File: src/rtl/vec_mem_arbiter_if.sv
// Native picorv32-style memory bus bundle: two requester ports and one downstream port.
// The arbiter takes the slave view; the environment (core, coprocessor, memory) takes the master view.
interface vec_mem_arbiter_if;
  logic        cpu_mem_valid;
  logic        cpu_mem_instr;
  logic [31:0] cpu_mem_addr;
  logic [31:0] cpu_mem_wdata;
  logic [3:0]  cpu_mem_wstrb;
  logic        cpu_mem_ready;
  logic [31:0] cpu_mem_rdata;

  logic        vec_mem_valid;
  logic [31:0] vec_mem_addr;
  logic [31:0] vec_mem_wdata;
  logic [3:0]  vec_mem_wstrb;
  logic        vec_mem_ready;
  logic [31:0] vec_mem_rdata;

  logic        mem_valid;
  logic        mem_instr;
  logic [31:0] mem_addr;
  logic [31:0] mem_wdata;
  logic [3:0]  mem_wstrb;
  logic        mem_ready;
  logic [31:0] mem_rdata;

  modport slave (
    input  cpu_mem_valid, cpu_mem_instr, cpu_mem_addr, cpu_mem_wdata, cpu_mem_wstrb,
    output cpu_mem_ready, cpu_mem_rdata,
    input  vec_mem_valid, vec_mem_addr, vec_mem_wdata, vec_mem_wstrb,
    output vec_mem_ready, vec_mem_rdata,
    output mem_valid, mem_instr, mem_addr, mem_wdata, mem_wstrb,
    input  mem_ready, mem_rdata
  );

  modport master (
    output cpu_mem_valid, cpu_mem_instr, cpu_mem_addr, cpu_mem_wdata, cpu_mem_wstrb,
    input  cpu_mem_ready, cpu_mem_rdata,
    output vec_mem_valid, vec_mem_addr, vec_mem_wdata, vec_mem_wstrb,
    input  vec_mem_ready, vec_mem_rdata,
    input  mem_valid, mem_instr, mem_addr, mem_wdata, mem_wstrb,
    output mem_ready, mem_rdata
  );
endinterface

File: src/rtl/vec_mem_arbiter.sv
// Round-robin, transaction-locked arbiter sharing one memory port between the core and the
// vector coprocessor, with a downstream-stall watchdog and a sticky timeout flag.
module vec_mem_arbiter #(
  parameter int TIMEOUT = 256,
  parameter int CNT_W   = 9
) (
  input  logic              clk,
  input  logic              reset,
  vec_mem_arbiter_if.slave  bus,
  output logic              grant_vec,
  output logic              err_timeout
);
  typedef enum logic [1:0] {IDLE, GNT_CPU, GNT_VEC} state_t;

  localparam logic LAST_VEC = 1'b1;
  localparam logic [CNT_W-1:0] WDOG_LAST = CNT_W'((TIMEOUT > 0) ? TIMEOUT - 1 : 0);

  state_t           state_reg;
  logic             last_grant_reg;
  logic [CNT_W-1:0] wdog_cnt_reg;
  logic             err_timeout_reg;

  logic in_cpu, in_vec, owner_valid, wdog_expire;

  assign in_cpu      = (state_reg == GNT_CPU);
  assign in_vec      = (state_reg == GNT_VEC);
  assign owner_valid = (in_cpu && bus.cpu_mem_valid) || (in_vec && bus.vec_mem_valid);
  // The watchdog fires on the TIMEOUT-th granted cycle without mem_ready.
  assign wdog_expire = (TIMEOUT > 0) && !bus.mem_ready && (wdog_cnt_reg == WDOG_LAST);

  always_ff @(posedge clk) begin
    if (reset) begin
      state_reg       <= IDLE;
      last_grant_reg  <= LAST_VEC;
      wdog_cnt_reg    <= '0;
      err_timeout_reg <= 1'b0;
    end else begin
      case (state_reg)
        IDLE: begin
          wdog_cnt_reg <= '0;
          if (bus.cpu_mem_valid && (!bus.vec_mem_valid || last_grant_reg == LAST_VEC))
            state_reg <= GNT_CPU;
          else if (bus.vec_mem_valid)
            state_reg <= GNT_VEC;
        end
        GNT_CPU, GNT_VEC: begin
          // Completion beats both an abandoned request and a watchdog expiry.
          if (bus.mem_ready) begin
            state_reg      <= IDLE;
            last_grant_reg <= in_vec;
            wdog_cnt_reg   <= '0;
          end else if (!owner_valid) begin
            state_reg    <= IDLE;
            wdog_cnt_reg <= '0;
          end else if (wdog_expire) begin
            state_reg       <= IDLE;
            last_grant_reg  <= in_vec;
            err_timeout_reg <= 1'b1;
            wdog_cnt_reg    <= '0;
          end else begin
            wdog_cnt_reg <= wdog_cnt_reg + CNT_W'(1);
          end
        end
        default: state_reg <= IDLE;
      endcase
    end
  end

  // Downstream mux; everything is forced quiet while reset is asserted, even mid-transaction.
  assign bus.mem_valid     = !reset && owner_valid;
  assign bus.mem_instr     = !reset && in_cpu && bus.cpu_mem_instr;
  assign bus.mem_addr      = reset ? 32'd0 : in_cpu ? bus.cpu_mem_addr  : in_vec ? bus.vec_mem_addr  : 32'd0;
  assign bus.mem_wdata     = reset ? 32'd0 : in_cpu ? bus.cpu_mem_wdata : in_vec ? bus.vec_mem_wdata : 32'd0;
  assign bus.mem_wstrb     = reset ? 4'd0  : in_cpu ? bus.cpu_mem_wstrb : in_vec ? bus.vec_mem_wstrb : 4'd0;

  assign bus.cpu_mem_ready = !reset && in_cpu && bus.mem_ready;
  assign bus.vec_mem_ready = !reset && in_vec && bus.mem_ready;
  assign bus.cpu_mem_rdata = bus.mem_rdata;
  assign bus.vec_mem_rdata = bus.mem_rdata;

  assign grant_vec   = !reset && in_vec;
  assign err_timeout = !reset && err_timeout_reg;
endmodule

File: src/flat_wrapper.sv
// flat-port wrapper written by rule: the top's interface ports become plain ports
module vec_mem_arbiter_flat 
#(
  parameter int TIMEOUT = 256,
  parameter int CNT_W   = 9
)
  (clk, reset, grant_vec, err_timeout, bus_cpu_mem_valid, bus_cpu_mem_instr, bus_cpu_mem_addr, bus_cpu_mem_wdata, bus_cpu_mem_wstrb, bus_cpu_mem_ready, bus_cpu_mem_rdata, bus_vec_mem_valid, bus_vec_mem_addr, bus_vec_mem_wdata, bus_vec_mem_wstrb, bus_vec_mem_ready, bus_vec_mem_rdata, bus_mem_valid, bus_mem_instr, bus_mem_addr, bus_mem_wdata, bus_mem_wstrb, bus_mem_ready, bus_mem_rdata);
  vec_mem_arbiter_if bus_i ();
  input  logic clk;
  input  logic reset;
  output logic grant_vec;
  output logic err_timeout;
  input wire logic [$bits(bus_i.cpu_mem_valid)-1:0] bus_cpu_mem_valid;
  input wire logic [$bits(bus_i.cpu_mem_instr)-1:0] bus_cpu_mem_instr;
  input wire logic [$bits(bus_i.cpu_mem_addr)-1:0] bus_cpu_mem_addr;
  input wire logic [$bits(bus_i.cpu_mem_wdata)-1:0] bus_cpu_mem_wdata;
  input wire logic [$bits(bus_i.cpu_mem_wstrb)-1:0] bus_cpu_mem_wstrb;
  output wire logic [$bits(bus_i.cpu_mem_ready)-1:0] bus_cpu_mem_ready;
  output wire logic [$bits(bus_i.cpu_mem_rdata)-1:0] bus_cpu_mem_rdata;
  input wire logic [$bits(bus_i.vec_mem_valid)-1:0] bus_vec_mem_valid;
  input wire logic [$bits(bus_i.vec_mem_addr)-1:0] bus_vec_mem_addr;
  input wire logic [$bits(bus_i.vec_mem_wdata)-1:0] bus_vec_mem_wdata;
  input wire logic [$bits(bus_i.vec_mem_wstrb)-1:0] bus_vec_mem_wstrb;
  output wire logic [$bits(bus_i.vec_mem_ready)-1:0] bus_vec_mem_ready;
  output wire logic [$bits(bus_i.vec_mem_rdata)-1:0] bus_vec_mem_rdata;
  output wire logic [$bits(bus_i.mem_valid)-1:0] bus_mem_valid;
  output wire logic [$bits(bus_i.mem_instr)-1:0] bus_mem_instr;
  output wire logic [$bits(bus_i.mem_addr)-1:0] bus_mem_addr;
  output wire logic [$bits(bus_i.mem_wdata)-1:0] bus_mem_wdata;
  output wire logic [$bits(bus_i.mem_wstrb)-1:0] bus_mem_wstrb;
  input wire logic [$bits(bus_i.mem_ready)-1:0] bus_mem_ready;
  input wire logic [$bits(bus_i.mem_rdata)-1:0] bus_mem_rdata;
  assign bus_i.cpu_mem_valid = bus_cpu_mem_valid;
  assign bus_i.cpu_mem_instr = bus_cpu_mem_instr;
  assign bus_i.cpu_mem_addr = bus_cpu_mem_addr;
  assign bus_i.cpu_mem_wdata = bus_cpu_mem_wdata;
  assign bus_i.cpu_mem_wstrb = bus_cpu_mem_wstrb;
  assign bus_cpu_mem_ready = bus_i.cpu_mem_ready;
  assign bus_cpu_mem_rdata = bus_i.cpu_mem_rdata;
  assign bus_i.vec_mem_valid = bus_vec_mem_valid;
  assign bus_i.vec_mem_addr = bus_vec_mem_addr;
  assign bus_i.vec_mem_wdata = bus_vec_mem_wdata;
  assign bus_i.vec_mem_wstrb = bus_vec_mem_wstrb;
  assign bus_vec_mem_ready = bus_i.vec_mem_ready;
  assign bus_vec_mem_rdata = bus_i.vec_mem_rdata;
  assign bus_mem_valid = bus_i.mem_valid;
  assign bus_mem_instr = bus_i.mem_instr;
  assign bus_mem_addr = bus_i.mem_addr;
  assign bus_mem_wdata = bus_i.mem_wdata;
  assign bus_mem_wstrb = bus_i.mem_wstrb;
  assign bus_i.mem_ready = bus_mem_ready;
  assign bus_i.mem_rdata = bus_mem_rdata;
  vec_mem_arbiter #(.TIMEOUT(TIMEOUT), .CNT_W(CNT_W)) u_core (.clk(clk), .reset(reset), .bus(bus_i), .grant_vec(grant_vec), .err_timeout(err_timeout));
endmodule
File: config.mk
export PLATFORM = sky130hd
export DESIGN_NAME = vec_mem_arbiter_flat
export DESIGN_NICKNAME = d
export VERILOG_FILES = /design/src/rtl/vec_mem_arbiter_if.sv /design/src/rtl/vec_mem_arbiter.sv /design/src/flat_wrapper.sv
export SDC_FILE = /design/constraint.sdc
export NUM_CORES = 1
export LEC_CHECK = 0
export BUFFER_PORTS_ARGS = -buffer_cell sky130_fd_sc_hd__buf_2
export CAP_MARGIN = 20
export CORE_AREA = 2 2 121 123
export CTS_CLUSTER_DIAMETER = 40
export DETAILED_ROUTE_END_ITERATION = 10
export DIE_AREA = 0 0 123 125
export GPL_TIMING_DRIVEN = 0
export PLACE_DENSITY = 0.43
export SYNTH_ARGS = -nofsm -noshare
export SYNTH_HDL_FRONTEND = slang
export SYNTH_SLANG_ARGS = --single-unit
File: constraint.sdc
create_clock -name clk -period 1.6 [get_ports clk]
set_input_delay 0.16 -clock clk [delete_from_list [all_inputs] [get_ports clk]]
set_output_delay 0.16 -clock clk [all_outputs]
set_load 0.02 [all_outputs]
# [Yosys cells after proc, flatten, opt, wreduce, memory -nomap -nowiden]
# Index checks and enable logic that the tools add are counted.
[op_classes] n_bitwise=1 n_mux=22 n_reduce_logical=24 addsub=1 eq_ne=5
[ops] operator="$mux W32" n=6
[ops] operator="$mux W9" n=3
[ops] operator="$pmux W9 S2" n=1
[ops] operator="$mux W4" n=3
[ops] operator="$logic_and A1 B1 Y1" n=11
[ops] operator="$mux W2" n=5
[ops] operator="$add A9 B1 Y9 const B" n=1
[ops] operator="$eq A9 B8 Y1 const B" n=1
[ops] operator="$reduce_bool A2 Y1" n=3
[ops] operator="$ne A4 B4 Y1 const B" n=1
[ops] operator="$pmux W2 S2" n=1
[ops] operator="$reduce_and A4 Y1" n=1
[ops] operator="$logic_not A1 Y1" n=3
[ops] operator="$mux W1" n=3
[ops] operator="$ne A3 B2 Y1 const B" n=1
[ops] operator="$reduce_and A3 Y1" n=1
[ops] operator="$eq A2 B1 Y1 const B" n=1
[ops] operator="$eq A2 B2 Y1 const B" n=1
[ops] operator="$logic_not A2 Y1" n=1
[ops] operator="$logic_or A1 B1 Y1" n=2
[ops] operator="$reduce_and A2 Y1" n=1
[ops] operator="$reduce_or A2 Y1" n=1
[ops] operator="$not A1 Y1" n=1
[word_totals] output_inout_bits=138 word_cells=57 in_bits=174 register_bits=13

# [Longest topological paths before layout]
# Gate-level depths: netlist (run 1).
[depth] word_depth=6 mapped_depth=8 mapped_depth_nobuf=6

# [Worst setup path after synthesis (run 1)]
# No wires, ideal clock.
[synth_path] kind="reg-to-output" startpoint="register u_core.state_reg[0]" endpoint="output port bus_mem_addr[11]" stages_incl_launch_ff=9 slack_ps=-480 t_arrival_ps=1920 required_time_ps=1440 n_path_buf=3 path_cell_list="dfxtp_1 inv_1 ha_1 nor2b_1 nor2b_1 clkbuf_1 buf_2 buf_2 a22o_1"
[synth_via] elab_chain_len=4 word_cells_on_any_way=5 cone_classes="eq/ne: 2; mux: 3"
[synth_lines] item="from (decl)" line="vec_mem_arbiter.sv:18" rtl="state_t state_reg;"
[synth_lines] item="from (signal assigned)" line="vec_mem_arbiter.sv:33" rtl="state_reg <= IDLE;"
[synth_lines] item="from (signal assigned)" line="vec_mem_arbiter.sv:42" rtl="state_reg <= GNT_CPU;"
[synth_lines] item="from (signal assigned)" line="vec_mem_arbiter.sv:44" rtl="state_reg <= GNT_VEC;"
[synth_lines] item="$eq A2 B2 Y1" line="vec_mem_arbiter.sv:26" rtl="assign in_vec = (state_reg == GNT_VEC);"
[synth_lines] item="via u_core.in_vec" line="vec_mem_arbiter.sv:23" rtl="logic in_cpu, in_vec, owner_valid, wdog_expire;"
[synth_lines] item="$mux W32 (3 in a row)" line="vec_mem_arbiter.sv:72" rtl="assign bus.mem_addr = reset ? 32'd0 : in_cpu ? bus.cpu_mem_addr : in_vec ? bus.vec_mem_addr : 32'd0;"
[synth_lines] item="to (decl)" line="flat_wrapper.sv:28" rtl="output wire logic [$bits(bus_i.mem_addr)-1:0] bus_mem_addr;"
# The timed path passes the listed nets, and every way through them passes these cells.

# [Worst setup path after layout (run 1)]
[layout_path] startpoint="register u_core.state_reg[1]" endpoint="output port bus_mem_wdata[15]"
[layout_via] elab_chain_len=4 word_cells_on_any_way=5 cone_classes="eq/ne: 2; mux: 3"
[layout_lines] item="$eq A2 B2 Y1" line="vec_mem_arbiter.sv:26"
[layout_lines] item="$mux W32" line="vec_mem_arbiter.sv:73" rtl="assign bus.mem_wdata = reset ? 32'd0 : in_cpu ? bus.cpu_mem_wdata : in_vec ? bus.vec_mem_wdata : 32'd0;"
[layout_lines] item="$mux W32 (*) (2 in a row)" line="vec_mem_arbiter.sv:73"
[layout_lines] item="to (decl)" line="flat_wrapper.sv:29" rtl="output wire logic [$bits(bus_i.mem_wdata)-1:0] bus_mem_wdata;"
# Every way passes the cells marked *; elsewhere a longest branch is shown, timed or not.

==> results.cfg, run 1 <==
[finish]
area_growth_pct = 158
fillCellCount = 1501
drive_above_1_share_pct = 81.3
largest_reg_flops = 9
nNetsFinal = 709
instances_no_fill = 720

[sta]
fin_crit_ns = 1.93
max_freq_mhz = 519
rsz0062_at_grt = yes
finalSetupViolations = 78
fin_skew_ns = 0.000895
worst_pin_slew_ns = 0.575
fin_ws_ns = -0.328
drv_slew = 0
finalCritPeriodShare_pct = 120
hold_violations = 0
max_slew_margin_pct = 61.7

[hold_path]
holdPathStages = 2
hold_path.class = in2reg

[routing]
drt-vias-per-instance = 4.01
first_pass_iters = 4
remaining_drc_errors = 0
wl_per_cell_um = 16.7
drt_iter0_drc = 79
vias = 2885
wirelength_um = 12000
ant_nets = 0

[global_route]
grt_max_degree = 11
grt_use_total_pct = 13.7
grt-ovfl-total = 0
antenna_found_initial = 12
grt_pass1_wl_um = 16200
grt_pass1_vias = 2913

[power]
power_frac_clock_pct = 21.4
comb_power_share_pct = 62.7
internal_power_w = 0.00140
peakVddDrop_v = 0.000301
pwr-share-seq_pct = 15.9
power.density_mw_per_mm2 = 444
p_switching_w = 0.000748
p_sw_share_pct = 34.9
p_leak_nw = 2.57

[critical_path]
crit_arrival_ns = 1.77
cp-end-kind = output pin
cp_max_fo = 10
start_kind = register
worstRegToRegCells = 8
worst-setup-path-type = reg2out
critPathRequiredTime_ns = 1.44

[logic_synthesis]
synth_commonest_cells = 69 x a22o_1, 64 x buf_4, 15 x clkbuf_1
yosysSeqAreaShare_pct = 13.9
yosysTopAreaCell = a22o_1
avgSynthCellArea_um2 = 8.17
ys_warn_count = 0
synth_seq_cells = 13
synthesis.area_mm2 = 0.00187
synth_top_cell_area_share_pct = 32.3
syn_nets = 408
synth_edf_count = 0
ys_types = 31
synthArstFlopShare_pct = 0
synth_area_leaders = a22o_1 32%, buf_4 26%, dfxtp_1 14%, ha_1 3.3%, clkbuf_1 3.0%
yosysMostFrequentCell = a22o_1
yosys_most_used_dff = dfxtp_1
synth_cells = 229

[cts]
cts_tree = done
holdBufCountCts = 0
insertion_delay_ns = 0.24
path_clk_slew_ns = 0.04
cts_max_level = 1
clockBufferDepth = 2
cts_root_buf = clkbuf_16
cts_sinks = 13
numCtsBuffers = 3

[floorplanning]
die_h_um = 125
die_w_um = 123
start_util_pct = 13.2
rows = 44
dieArea_mm2 = 0.0154
core_mm2 = 0.0142
ios = 312

[place]
gp_congestion = 0.830
port_buffers = 279
hpwl_um = 10200
place_ws_ns = -0.663
dpl.cell_count = 692

[run]
cap_violations = 0

[status]
status = finished, violations left
violations = setup timing
-- power groups by stage --
stage          sequential, W  clock (W)  combinational (W)
2_1_floorplan       0.000345          0           0.000623
3_3_place_gp        0.000346          0            0.00103
3_5_place_dp        0.000347          0            0.00104
4_1_cts             0.000341   0.000472            0.00130
5_1_grt             0.000342   0.000491            0.00142
6_report            0.000341   0.000459            0.00134
-- through the flow --
step | area [µm²] | util (%) | TNS, ns | hold slack [ns] | total power, W
2_1_floorplan | 2100 | - | -2.44 | 0.256 | 0.000968
3_3_place_gp | 3720 | 26.2 | -34.57 | 0.450 | 0.00138
3_5_place_dp | 3720 | 26.2 | -38.40 | 0.455 | 0.00139
4_1_cts | 4680 | 33.0 | -23.57 | 0.251 | 0.00211
5_1_grt | 4820 | 33.9 | -25.94 | 0.310 | 0.00225
6_report | 4830 | 34.0 | -19.65 | 0.278 | 0.00214
-- layout by cell type, fill, tap and decap left out, drive strengths merged, types with 4 or more instances in the layout --
cell type	n
nor2b	5
xnor2	4
ha	5
buf	362
diode	7
inv	6
a22o	69
dfxtp	13
nor2	4
nor3	10
clkbuf	20
-- kinds of logic (layout without fill, tap and decap cells) --
logic type / Yosys count / count (layout) / share of synthesized area [%]
AOI/OAI and AO/OA: 81 / 81 / 37.3
xor gates and xnor gates: 7 / 7 / 3.28
adders and majority gates: 5 / 5 / 3.34
buffers and inverters: 88 / 388 / 30.7
DFF: 13 / 13 / 13.9
muxes: 2 / 2 / 1.07
other: 0 / 7 / 0
and+or+nand+nor: 33 / 33 / 10.4
-- what timing repair did --
action	CTS	global route
setup buffers	9	2
gates cloned	6	2
setup endpoints to repair	83	84
pin swaps	16	13
resized for setup	179	28
-- path summary, 6_finish.rpt --
kind | startpoint | end | slack, ns
hold / removal | reset | u_core.state_reg[0]$_SDFFE_PP0P_ | 0.28
hold reg to reg | u_core.wdog_cnt_reg[8]$_SDFFE_PP0P_ | u_core.wdog_cnt_reg[8]$_SDFFE_PP0P_ | 0.46
setup reg to reg | u_core.state_reg[0]$_SDFFE_PP0P_ | u_core.state_reg[0]$_SDFFE_PP0P_ | -0.07
setup / recovery | u_core.state_reg[1]$_SDFFE_PP0P_ | bus_mem_wdata[15] | -0.33
-- worst max-delay path, cell delays in order (launching register included) --
cell and delay (ns):
dfxtp_4 0.36, inv_2 0.10, ha_4 0.17, nor2b_4 0.21, buf_8 0.18, clkbuf_8 0.18
a22o_1 0.19, buf_6 0.13
-- layout make-up --
class                           count  area (µm²)  share of cell area (%)
Buffer                             80         779                    16.1
Inverter                            6        25.0                   0.518
Sequential cell                    13         268                    5.55
Timing Repair Buffer              298        2060                    42.7
Antenna cell                        7        17.5                   0.363
Clock buffer                        4        78.8                    1.63
Multi-Input combinational cell    128        1370                    28.3
Tap cell                          184         230                    4.77
-- routing by layer --
metal,global-route usage (%),up-vias,wire length (µm)
met2,24.3,147,5990
met4,2.21,4,91
met1,15.3,1319,4570
met3,5.66,12,1350
met5,0,-,22
li1,-,1403,-
Power figures use the tool's default switching activity.
==> run 2, diff against run 1 <==
--- a/config.mk
+++ b/config.mk
@@ -7,12 +7,14 @@
 export LEC_CHECK = 0
 export BUFFER_PORTS_ARGS = -buffer_cell sky130_fd_sc_hd__buf_2
 export CAP_MARGIN = 20
-export CORE_AREA = 2 2 121 123
+export CORE_AREA = 4 4 120 122
 export CTS_CLUSTER_DIAMETER = 40
 export DETAILED_ROUTE_END_ITERATION = 10
-export DIE_AREA = 0 0 123 125
+export DIE_AREA = 0 0 124 126
 export GPL_TIMING_DRIVEN = 0
-export PLACE_DENSITY = 0.43
+export HOLD_SLACK_MARGIN = 0.02
+export PLACE_DENSITY = 0.45
+export SKIP_CTS_REPAIR_TIMING = 1
 export SYNTH_ARGS = -nofsm -noshare
 export SYNTH_HDL_FRONTEND = slang
 export SYNTH_SLANG_ARGS = --single-unit
==> results.cfg, run 2 (same netlist as run 1, synthesis figures left out) <==
[critical_path]
max_stage_delay_ns = 0.36
cp_max_fo = 6
worstRegToRegCells = 7
cp_num_buf_inv = 5
crit_arrival_ns = 1.84
r2r_setup_slack_ns = -0.18
cp_common_cell = nor2b_4
crit_path_end = bus_mem_addr[23]
crit_family = buffers and inverters
cp_cell_sequence = inv_4 -> ha_4 -> nor2b_4 -> nor2b_4 -> buf_8 -> buf_12 -> clkbuf_16 -> a22o_4 -> buf_6
rr_endpoint = u_core.state_reg[0]$_SDFFE_PP0P_
startpoint = u_core.state_reg[0]$_SDFFE_PP0P_
start_kind = register
r2r-start = u_core.state_reg[0]$_SDFFE_PP0P_
cp_slowest_cell = dfxtp_4
cp-end-kind = output pin
critPathRequiredTime_ns = 1.44
worst-setup-path-type = reg2out
worst-path-stages = 9

[status]
status = finished, violations left
violations = setup timing

[routing]
drt_iter0_drc = 88
drt-vias-per-instance = 4.04
remaining_drc_errors = 0
wirelength_um = 12000
vias = 2809
wl_per_cell_um = 17.3
first_pass_iters = 4
ant_nets = 0

[global_route]
grt_pass1_vias = 2853
grt_use_total_pct = 13.3
antenna_found_initial = 4
grt_max_degree = 11
grt_pass1_wl_um = 16300
grt-ovfl-total = 0

[floorplanning]
die_h_um = 126
core_mm2 = 0.0132
die_w_um = 124
ios = 312
dieArea_mm2 = 0.0156
rows = 42
start_util_pct = 14.2

[place]
place_ws_ns = -0.605
port_buffers = 279
dpl.cell_count = 684
hpwl_um = 10700
gp_congestion = 0.804

[power]
p_switching_w = 0.000716
p_leak_nw = 2.40
power_frac_clock_pct = 23.8
peakVddDrop_v = 0.000541
internal_power_w = 0.00125
pwr-share-seq_pct = 17.4
comb_power_share_pct = 58.8
power.density_mw_per_mm2 = 468
p_sw_share_pct = 36.4

[cts]
clockBufferDepth = 2
path_clk_slew_ns = 0.04
cts_sinks = 13
cts_tree = done
insertion_delay_ns = 0.24
numCtsBuffers = 3
cts_root_buf = clkbuf_16
cts_max_level = 1

[sta]
max_slew_margin_pct = 68.2
rsz0062_at_grt = yes
fin_ws_ns = -0.400
finalSetupViolations = 83
fin_skew_ns = 0.000531
drv_slew = 0
max_freq_mhz = 500
worst_pin_slew_ns = 0.476
hold_violations = 0
finalCritPeriodShare_pct = 125
fin_setup_tns_ns = -24.77
holdWs_ns = 0.254
fin_crit_ns = 2.00

[finish]
final_common_cell = buf_2
drive_above_1_share_pct = 77.5
largest_reg_flops = 9
fillCellCount = 1403
diodes = 0
area_growth_pct = 124
instances_no_fill = 696
mostFrequentLayoutCells = 255 x buf_2, 72 x buf_4, 49 x a22o_1, 29 x buf_6, 20 x a22o_4
nNetsFinal = 700

[run]
cap_violations = 0

[hold_path]
hold_path.class = in2reg
[run 2: worst reg2reg max path: stages, from the launching register on]
cell      delay, ns
dfxtp_4        0.36
inv_4          0.05
ha_4           0.15
buf_4          0.13
a22oi_1        0.41
nor3_4         0.13
a2111o_1       0.40
o31ai_1        0.07
[run 2: worst min path at each step]
stage / end / startpoint / cells after the start / slack (ns)
6_report: u_core.state_reg[0]$_SDFFE_PP0P_ / reset / 2 / 0.25
5_1_grt: u_core.state_reg[0]$_SDFFE_PP0P_ / reset / 2 / 0.29
2_1_floorplan: u_core.state_reg[0]$_SDFFE_PP0P_ / reset / 1 / 0.26
4_1_cts: u_core.state_reg[0]$_SDFFE_PP0P_ / reset / 2 / 0.24
3_5_place_dp: u_core.last_grant_reg$_SDFFE_PP1P_ / u_core.last_grant_reg$_SDFFE_PP1P_ / 2 / 0.46
3_3_place_gp: u_core.wdog_cnt_reg[8]$_SDFFE_PP0P_ / u_core.wdog_cnt_reg[8]$_SDFFE_PP0P_ / 1 / 0.45
[run 2: cell type report]
type                            count  area [µm²]  share of cell area, %
Clock buffer                        4        78.8                   1.88
Buffer                             82         672                   16.0
Inverter                            6        25.0                  0.596
Tap cell                          176         220                   5.24
Multi-Input combinational cell    128        1270                   30.1
Sequential cell                    13         268                   6.37
Timing Repair Buffer              287        1670                   39.8
[run 2: stage by stage]
| step | power [W] | instance area (µm²) | util, % |
|---|---|---|---|
| floorplan | 0.000968 | 2100 | - |
| global placement | 0.00139 | 3710 | 28.1 |
| detailed placement | 0.00139 | 3710 | 28.1 |
| CTS | 0.00188 | 3790 | 28.7 |
| global route | 0.00209 | 4200 | 31.9 |
| finish | 0.00197 | 4200 | 31.9 |
[run 2: power by group through the flow]
stage / Clock (W) / Sequential [W] / Combinational (W)
after floorplan: 0 / 0.000345 / 0.000623
after global placement: 0 / 0.000346 / 0.00104
after detailed placement: 0 / 0.000346 / 0.00105
after CTS: 0.000490 / 0.000340 / 0.00105
after global routing: 0.000507 / 0.000342 / 0.00124
final: 0.000468 / 0.000342 / 0.00116
[run 2: metal layers]
layer | vias up | share of wire [%] | track usage (%)
li1 | 1370 | - | -
met1 | 1281 | 38 | 16.2
met2 | 144 | 53 | 25.3
met3 | 12 | 8.1 | 2.15
met4 | 2 | 0.70 | 0.966
met5 | - | 0.058 | 0
==> run 3, diff against run 2 <==
--- a/config.mk
+++ b/config.mk
@@ -13,7 +13,6 @@
 export DIE_AREA = 0 0 124 126
 export GPL_TIMING_DRIVEN = 0
 export HOLD_SLACK_MARGIN = 0.02
-export PLACE_DENSITY = 0.45
 export SKIP_CTS_REPAIR_TIMING = 1
 export SYNTH_ARGS = -nofsm -noshare
 export SYNTH_HDL_FRONTEND = slang
==> results.cfg, run 3 (same netlist as run 1, synthesis figures left out) <==
[status]
status = finished, violations left
violations = setup timing

[sta]
max_freq_mhz = 494
finalCritPeriodShare_pct = 126
hold_violations = 0
rsz0062_at_grt = yes
finalSetupViolations = 82
drv_slew = 0
fin_ws_ns = -0.423
fin_crit_ns = 2.02
worst_pin_slew_ns = 0.551
fin_skew_ns = 0.00198
max_slew_margin_pct = 63.3

[floorplanning]
die_w_um = 124
start_util_pct = 14.2
rows = 42
dieArea_mm2 = 0.0156
ios = 312
die_h_um = 126
core_mm2 = 0.0132

[critical_path]
worst-setup-path-type = reg2out
crit_arrival_ns = 1.86
critPathRequiredTime_ns = 1.44
cp-end-kind = output pin
cp_max_fo = 7
start_kind = register

[global_route]
grt_pass1_wl_um = 14800
grt-ovfl-total = 0
grt_pass1_vias = 2737
grt_use_total_pct = 12.0
antenna_found_initial = 2
grt_max_degree = 11

[finish]
nNetsFinal = 698
mostFrequentLayoutCells = 230 x buf_2, 91 x buf_4, 48 x a22o_1, 34 x buf_6, 21 x a22o_4
final_common_cell = buf_2
drive_above_1_share_pct = 78.2
stdcell_area_mm2 = 0.00433
largest_reg_flops = 9
area_growth_pct = 131

[power]
power.density_mw_per_mm2 = 463
total_power_w = 0.00200
p_leak_nw = 2.44
peakVddDrop_v = 0.000492

[routing]
drt_iter0_drc = 81
wl_per_cell_um = 16.1
remaining_drc_errors = 0
ant_nets = 0
drt-vias-per-instance = 4.03
wirelength_um = 11200
first_pass_iters = 4
vias = 2805

[run]
cap_violations = 0

[hold_path]
hold_path.class = in2reg

[cts]
cts_tree = done
cts_sinks = 13
cts_max_level = 1
cts_root_buf = clkbuf_16
numCtsBuffers = 3
path_clk_slew_ns = 0.04
insertion_delay_ns = 0.24
clockBufferDepth = 2

[place]
port_buffers = 279
gp_congestion = 0.775
place_ws_ns = -0.665
hpwl_um = 9650
placed_cell_area_mm2 = 0.00371
==> run 3: report_power, final <==
| part | switching [W] | internal [W] | leakage (nW) |
|---|---|---|---|
| combinational | 0.000582 | 0.000618 | 2.29 |
| sequential | 0.0000115 | 0.000334 | 0.107 |
| clock | 0.000124 | 0.000335 | 0.0382 |
| total | 0.000717 | 0.00129 | 2.44 |
==> run 3: final cells by class <==
class,instances,area [µm²]
antenna,2,5.00
sequential,13,268
buffer,81,688
fill,1371,8860
inverter,6,25.0
clock buffer,4,78.8
tap,176,220
timing repair buffer,286,1740
multi-input combinational,128,1300
==> run 3: critical path, cell delays in order, from the launching register on <==
cell	delay, ns
dfxtp_4	0.38
inv_4	0.05
ha_4	0.16
nor2b_4	0.13
nor2b_4	0.13
buf_8	0.13
buf_12	0.14
clkbuf_16	0.15
a22o_4	0.22
buf_6	0.13
==> run 3: path summary, 6_finish.rpt <==
kind                                                     startpoint                             endpoint  slack (ns)  cells past startpoint
worst max-delay path               u_core.state_reg[0]$_SDFFE_PP0P_                     bus_mem_addr[11]       -0.42                      9
worst min-delay path                                          reset     u_core.state_reg[0]$_SDFFE_PP0P_        0.25                      2
worst max register to register     u_core.state_reg[1]$_SDFFE_PP0P_     u_core.state_reg[0]$_SDFFE_PP0P_       -0.18                      6
worst min register to register  u_core.wdog_cnt_reg[8]$_SDFFE_PP0P_  u_core.wdog_cnt_reg[8]$_SDFFE_PP0P_        0.47                      1
==> run 3: per-stage QoR <==
stage	hold WS [ns]	TNS, ns	util, %	instances
after floorplan	0.256	-2.44	-	229
after global placement	0.455	-37.02	28.1	684
after detailed placement	0.462	-40.49	28.1	684
after CTS	0.232	-60.20	28.7	688
after global routing	0.263	-30.83	32.8	696
final	0.253	-24.12	32.8	696
==> run 3: routing by layer <==
metal	global-route usage, %	vias up	share of wire (%)
li1	-	1368	-
met1	15.6	1276	38
met2	21.3	157	51
met3	1.43	4	10
met4	2.38	0	0.45
met5	0	-	0
